**src/rtl/multdiv_pkg.sv**
```systemverilog
// Shared constants for the sequential multiply/divide unit: default width,
// FSM state encoding and operation-type encoding.
package multdiv_pkg;

  localparam int WIDTH_DEF = 32;

  localparam logic [1:0] ST_IDLE = 2'd0;
  localparam logic [1:0] ST_MUL  = 2'd1;
  localparam logic [1:0] ST_DIV  = 2'd2;
  localparam logic [1:0] ST_DONE = 2'd3;

  typedef enum logic {
    OP_MUL = 1'b0,
    OP_DIV = 1'b1
  } op_e;

endpackage

```
**src/rtl/multdiv_counter.sv**
```systemverilog
// Iteration counter: counts enabled cycles from zero; tc flags the last
// iteration (count == LAST).
module multdiv_counter #(
  parameter int LAST = 31,
  parameter int CW   = 6
) (
  input  logic clk,
  input  logic clr_n,
  input  logic en,
  input  logic clr,
  output logic tc
);

  logic [CW-1:0] cnt;

  always_ff @(posedge clk or negedge clr_n) begin
    if (!clr_n) begin
      cnt <= '0;
    end else if (clr) begin
      cnt <= '0;
    end else if (en) begin
      cnt <= cnt + CW'(1);
    end
  end

  assign tc = (cnt == CW'(LAST));

endmodule

```
**src/rtl/multdiv_unit.sv**
```systemverilog
// Sequential signed multiply/divide: one radix-2 step per cycle on operand
// magnitudes, sign and exception fix-up applied in the DONE cycle.
//
// state   | meaning
// --------+----------------------------------------------------------
// IDLE    | waiting for a start pulse
// MUL     | shift-add multiply step each cycle, WIDTH steps
// DIV     | restoring divide step each cycle, WIDTH steps
// DONE    | sign/exception fix-up, result + one-cycle strobe registered
module multdiv_unit
  import multdiv_pkg::*;
#(
  parameter int WIDTH = WIDTH_DEF
) (
  input  logic             clk,
  input  logic             clr_n,
  input  logic             ctrl_MULT,
  input  logic             ctrl_DIV,
  input  logic [WIDTH-1:0] data_operandA,
  input  logic [WIDTH-1:0] data_operandB,
  output logic [WIDTH-1:0] data_result,
  output logic             data_exception,
  output logic             data_resultRDY
);

  localparam int CW = $clog2(WIDTH) + 1;
  localparam logic [WIDTH-1:0] MIN_NEG = {1'b1, {(WIDTH-1){1'b0}}};

  logic [1:0]       state, state_nxt;
  logic             start, op_load, iter_en, res_load, tc;
  op_e              op_q;
  logic             neg_q, dz_q, ovf_q;
  logic [WIDTH-1:0] a_mag, b_mag, b_q;
  logic [WIDTH-1:0] hi_q, lo_q, hi_nxt, lo_nxt;
  logic [WIDTH:0]   msum, dshift;
  logic [WIDTH-1:0] ddiff;
  logic             ge;
  logic [2*WIDTH-1:0] prod, sprod;
  logic [WIDTH-1:0] quot, res_nxt;
  logic             exc_nxt, mexc;

  assign start    = ctrl_MULT | ctrl_DIV;
  assign op_load  = start;
  assign iter_en  = ((state == ST_MUL) || (state == ST_DIV)) && !start;
  assign res_load = (state == ST_DONE) && !start;

  assign a_mag = data_operandA[WIDTH-1] ? -data_operandA : data_operandA;
  assign b_mag = data_operandB[WIDTH-1] ? -data_operandB : data_operandB;

  multdiv_counter #(
    .LAST(WIDTH - 1),
    .CW  (CW)
  ) u_cnt (
    .clk  (clk),
    .clr_n(clr_n),
    .en   (iter_en),
    .clr  (start),
    .tc   (tc)
  );

  always_comb begin
    state_nxt = state;
    case (state)
      ST_MUL, ST_DIV: if (tc) state_nxt = ST_DONE;
      ST_DONE:        state_nxt = ST_IDLE;
      default:        state_nxt = ST_IDLE;
    endcase
    if (ctrl_MULT)     state_nxt = ST_MUL;
    else if (ctrl_DIV) state_nxt = ST_DIV;
  end

  always_ff @(posedge clk or negedge clr_n) begin
    if (!clr_n) state <= ST_IDLE;
    else        state <= state_nxt;
  end

  // hi:lo is the product in MUL; hi is the partial remainder and lo the
  // dividend shifting out / quotient shifting in during DIV.
  assign msum   = {1'b0, hi_q} + (lo_q[0] ? {1'b0, b_q} : '0);
  assign dshift = {hi_q, lo_q[WIDTH-1]};
  assign ge     = (dshift >= {1'b0, b_q});
  assign ddiff  = dshift[WIDTH-1:0] - b_q;

  always_comb begin
    hi_nxt = hi_q;
    lo_nxt = lo_q;
    if (state == ST_MUL) begin
      hi_nxt = msum[WIDTH:1];
      lo_nxt = {msum[0], lo_q[WIDTH-1:1]};
    end else if (state == ST_DIV) begin
      hi_nxt = ge ? ddiff : dshift[WIDTH-1:0];
      lo_nxt = {lo_q[WIDTH-2:0], ge};
    end
  end

  assign prod  = {hi_q, lo_q};
  assign sprod = neg_q ? -prod : prod;
  assign mexc  = !((&sprod[2*WIDTH-1:WIDTH-1]) || !(|sprod[2*WIDTH-1:WIDTH-1]));
  assign quot  = neg_q ? -lo_q : lo_q;

  always_comb begin
    res_nxt = quot;
    exc_nxt = 1'b0;
    if (op_q == OP_MUL) begin
      res_nxt = sprod[WIDTH-1:0];
      exc_nxt = mexc;
    end else if (dz_q) begin
      res_nxt = '0;
      exc_nxt = 1'b1;
    end else if (ovf_q) begin
      exc_nxt = 1'b1;
    end
  end

  always_ff @(posedge clk or negedge clr_n) begin
    if (!clr_n) begin
      op_q  <= OP_MUL;
      b_q   <= '0;
      neg_q <= 1'b0;
      dz_q  <= 1'b0;
      ovf_q <= 1'b0;
    end else if (op_load) begin
      op_q  <= ctrl_MULT ? OP_MUL : OP_DIV;
      b_q   <= b_mag;
      neg_q <= data_operandA[WIDTH-1] ^ data_operandB[WIDTH-1];
      dz_q  <= (data_operandB == '0);
      ovf_q <= (data_operandA == MIN_NEG) && (data_operandB == '1);
    end
  end

  always_ff @(posedge clk or negedge clr_n) begin
    if (!clr_n) begin
      hi_q <= '0;
      lo_q <= '0;
    end else if (op_load) begin
      hi_q <= '0;
      lo_q <= a_mag;
    end else if (iter_en) begin
      hi_q <= hi_nxt;
      lo_q <= lo_nxt;
    end
  end

  always_ff @(posedge clk or negedge clr_n) begin
    if (!clr_n) begin
      data_result    <= '0;
      data_exception <= 1'b0;
    end else if (res_load) begin
      data_result    <= res_nxt;
      data_exception <= exc_nxt;
    end
  end

  always_ff @(posedge clk or negedge clr_n) begin
    if (!clr_n) data_resultRDY <= 1'b0;
    else        data_resultRDY <= res_load;
  end

endmodule

```
**config.mk**
```make
export PLATFORM = sky130hd
export DESIGN_NAME = multdiv_unit
export DESIGN_NICKNAME = d
export VERILOG_FILES = /design/src/rtl/multdiv_pkg.sv /design/src/rtl/multdiv_counter.sv /design/src/rtl/multdiv_unit.sv
export SDC_FILE = /design/constraint.sdc
export NUM_CORES = 1
export LEC_CHECK = 0
export CAP_MARGIN = 20
export CORE_MARGIN = 2
export CORE_UTILIZATION = 60
export CTS_CLUSTER_DIAMETER = 80
export DETAILED_ROUTE_END_ITERATION = 16
export PLACE_DENSITY = 0.82
export SLEW_MARGIN = 0
export SYNTH_ARGS = -nofsm -noshare
export SYNTH_HDL_FRONTEND = slang
export SYNTH_HIERARCHICAL = 1
export SYNTH_SLANG_ARGS = --single-unit
```
**constraint.sdc**
```tcl
create_clock -name clk -period 10.1 [get_ports clk]
set_input_delay 1.515 -clock clk [delete_from_list [all_inputs] [get_ports clk]]
set_output_delay 1.515 -clock clk [all_outputs]
set_load 0.02 [all_outputs]
```
==> impl_metrics.yaml <==
status:
  status: "completed"
placed_design:
  hpwlAfterDp_microns: 29100
  place_congestion: 1.02
  io_buffers: 101
  place_inst: 2001
  postPlaceCellArea_sq_um: 14300
route:
  routed_wl_microns: 39000
  detail-route-antenna-nets: 0
  drt-vias-per-instance: 6.53
  drt_pass1_iterations: 6
  num_vias: 13300
  drc: 0
  drt_iter0_markers: 1614
  wl_per_cell_microns: 19.2
synth:
  syn_nets: 1855
  ys_types: 72
  async_reset_ff_share_pct: 100
  synth_flop_cell: "dfrtp_1"
  synth_top_cell_by_area: "dfrtp_1"
  syn_area_sq_um: 13200
  synth_seq_area_share_pct: 26.9
  synthTopCellsByArea: "dfrtp_1 27%, xor2_1 8.2%, o21ai_0 7.0%"
  yosysTopAreaCellShare_pct: 26.9
  ys_ff_latch: 142
  synth_edf_count: 0
  yosysWarnings: 6
  avgSynthCellArea_sq_um: 7.72
  synth_cells: 1713
floorplanning:
  die_area_sq_um: 23200
  rows: 54
  core_sq_um: 21800
  die_x_microns: 152
  die_h_microns: 152
  io_pins: 102
  start_util_pct: 60.8
worst_setup_path:
  start_kind: "input pin"
  required_ps: 10400
  crit_slowest_cell: "clkdlybuf4s50_1"
  slowest_delay_ps: 490
  cp_top_family: "simple AND/OR/NAND/NOR gates"
  crit_path_end_kind: "flop"
  crit_path_max_fanout: 4
  path_buf_inv: 1
  criticalPathCategory: "input pin to flop"
  arrival_ps: 5100
  crit_chain: "clkdlybuf4s50_1, or3_1, or4_1, or4_4, or3_4, or3_4, or4_4, o31ai_1, xor2_1, o21ai_1"
sta:
  clock_skew_ps: 10.8
  setup_violations: 0
  finalCritPeriodShare_pct: 47.5
  final-hold-violation-count: 0
  maxSlewHeadroom_pct: 25.8
  fmax_mhz: 208
  tightest_slew_ps: 1110
  fin_setup_tns_ps: 0
  rsz0062_at_grt: "false"
  period_needed_ps: 4800
  final_max_slew_viol_count: 0
power:
  p_leak_nw: 6.35
  ir_drop_uv: 104
  p_per_area_nw_per_um2: 146
  pwr-share-clk_pct: 29.6
  combPwrFrac_pct: 36.1
  power_mw: 2.18
  p_sw_mw: 0.872
  sw_frac_of_total_pct: 40.1
  seqPwrFrac_pct: 34.3
  p_int_mw: 1.31
clock_tree:
  cts_setup_buffers: 0
  cts_sinks: 142
  cts_resized: 0
  clk_pin_slew_ps: 70
  numCtsBuffers: 17
  tritoncts: "built"
  cts_root_buf: "clkbuf_16"
  insertion_delay_ps: 440
  ctsHoldBuffers: 0
  cts_max_level: 4
  clk_path_buf_depth: 2
finish:
  finalInstanceArea_sq_um: 14900
  layout.cells.non_filler: 2033
  final_nets: 1882
  area.growth.synth_to_final_pct: 12.8
  fillers: 1828
  final_core_util_pct: 68.5
  diodes: 0
  drive_above_1_share_pct: 4.22
grt:
  grt_max_degree: 77
  grt_pass1_vias: 12100
  grt.total_usage_pct: 33.0
  grt_pass1_wl_microns: 63000
  grt.overflow.total: 0
  antenna_found_initial: 0
min_path:
  worst_hold_path_type: "flop to flop"
run:
  maxCapViolCount: 0
## worst reg2reg max path: stages, from the launching register on
cell	delay [ps]
dfrtp_1	620
clkinv_1	330
buf_4	340
nor2_1	180
ha_1	300
a2111o_1	430
o22ai_1	410
a311oi_1	310
a21oi_1	450
o21ai_0	250
a21oi_1	250
xor2_1	200
nand2_1	80
a32o_1	270
## layout by cell type (no fill, tap or decap), types with 7 or more instances in the layout
master and count:
nand2_1 201, o21ai_0 184, dfrtp_1 142, nor2_1 136, xor2_1 124, a21oi_1 104
clkdlybuf4s50_1 100, ha_1 71, inv_1 69, o211ai_1 48, xnor2_1 46, nor3_1 41
nand3_1 41, mux2i_1 39, o31ai_1 34, nand4_1 30, or3_1 26, a21o_1 26
a211oi_1 21, or4_1 20, clkbuf_16 17, nor4_1 16, nand2b_1 15, o41ai_1 15
a31oi_1 13, buf_4 10, nor2b_1 9, o21a_1 9, o21bai_1 9, and3_1 8
a211o_1 7
## registers in the layout, indices dropped and copies added (netlist names)
register        cells
neg_q               1
hi_q               32
dz_q                1
state               2
data_result        32
data_resultRDY      1
data_exception      1
b_q                32
ovf_q               1
lo_q               32
op_q                1
u_cnt/cnt           6
## cells in the mapped netlist (13+ instances only)
cell type  count
or4_1         20
o41ai_1       16
a21o_1        26
dfrtp_1      142
nor3_1        41
nand4_1       30
nand2b_1      15
inv_1         69
a21oi_1      104
xnor2_1       46
a31oi_1       13
xor2_1       124
a211oi_1      21
nor2_1       138
or3_1         26
o31ai_1       34
nor4_1        16
o21ai_0      184
clkbuf_1      92
o211ai_1      48
nand3_1       41
mux2i_1       39
ha_1          72
nand2_1      201
## power by group through the flow
stage               logic, mW  registers [mW]  clock network [mW]
floorplan               0.474           0.766                   0
global placement        0.754           0.751                   0
detailed placement      0.769           0.754                   0
CTS                     0.774           0.744               0.652
global route            0.860           0.759               0.674
finish                  0.785           0.748               0.644
## path summary, 6_finish.rpt
check                                  endpoint  depth (start not counted)  slack [ps]             start
worst max-delay path                   lo_q[29]                         10        5300  data_operandA[1]
worst min-delay path            data_result[14]                          2         480   data_result[14]
worst max register to register         hi_q[29]                         13        5580           lo_q[0]
worst min register to register  data_result[14]                          2         480   data_result[14]
max in group asynchronous               hi_q[0]                          2        7580             clr_n
min in group asynchronous               hi_q[5]                          1        1080             clr_n
## kinds of logic after synthesis
kind of cell,Yosys count,share of synthesized area (%)
DFF,142,26.9
muxes,44,3.38
adders and majority gates,74,7.12
and+or+nand+nor,578,21.0
AOI/OAI and AO/OA,530,25.3
buffers and inverters,175,5.07
xor gates and xnor gates,170,11.3
## cell type report
class,instances,area [sq um],share of cell area [%]
Clock buffer,17,425,2.85
Timing Repair Buffer,111,1090,7.29
Multi-Input combinational cell,1396,9030,60.6
Tap cell,280,350,2.35
Clock inverter,15,189,1.27
Sequential cell,142,3550,23.8
Inverter,72,270,1.81
## through the flow
| stage | worst slack [ps] | hold WS [ps] |
|---|---|---|
| floorplan | 5580 | 441 |
| global placement | 4920 | 460 |
| detailed placement | 4880 | 470 |
| CTS | 5340 | 484 |
| global route | 5160 | 505 |
| finish | 5300 | 480 |
## layer usage
metal	up-vias	wire length, microns	global-route usage, %
met5	-	0	0
met4	0	1020	11.0
met3	83	3900	6.51
met2	698	17200	50.4
met1	6213	16900	47.2
li1	6282	-	-
No activity file was read; power rests on OpenSTA's default activity.
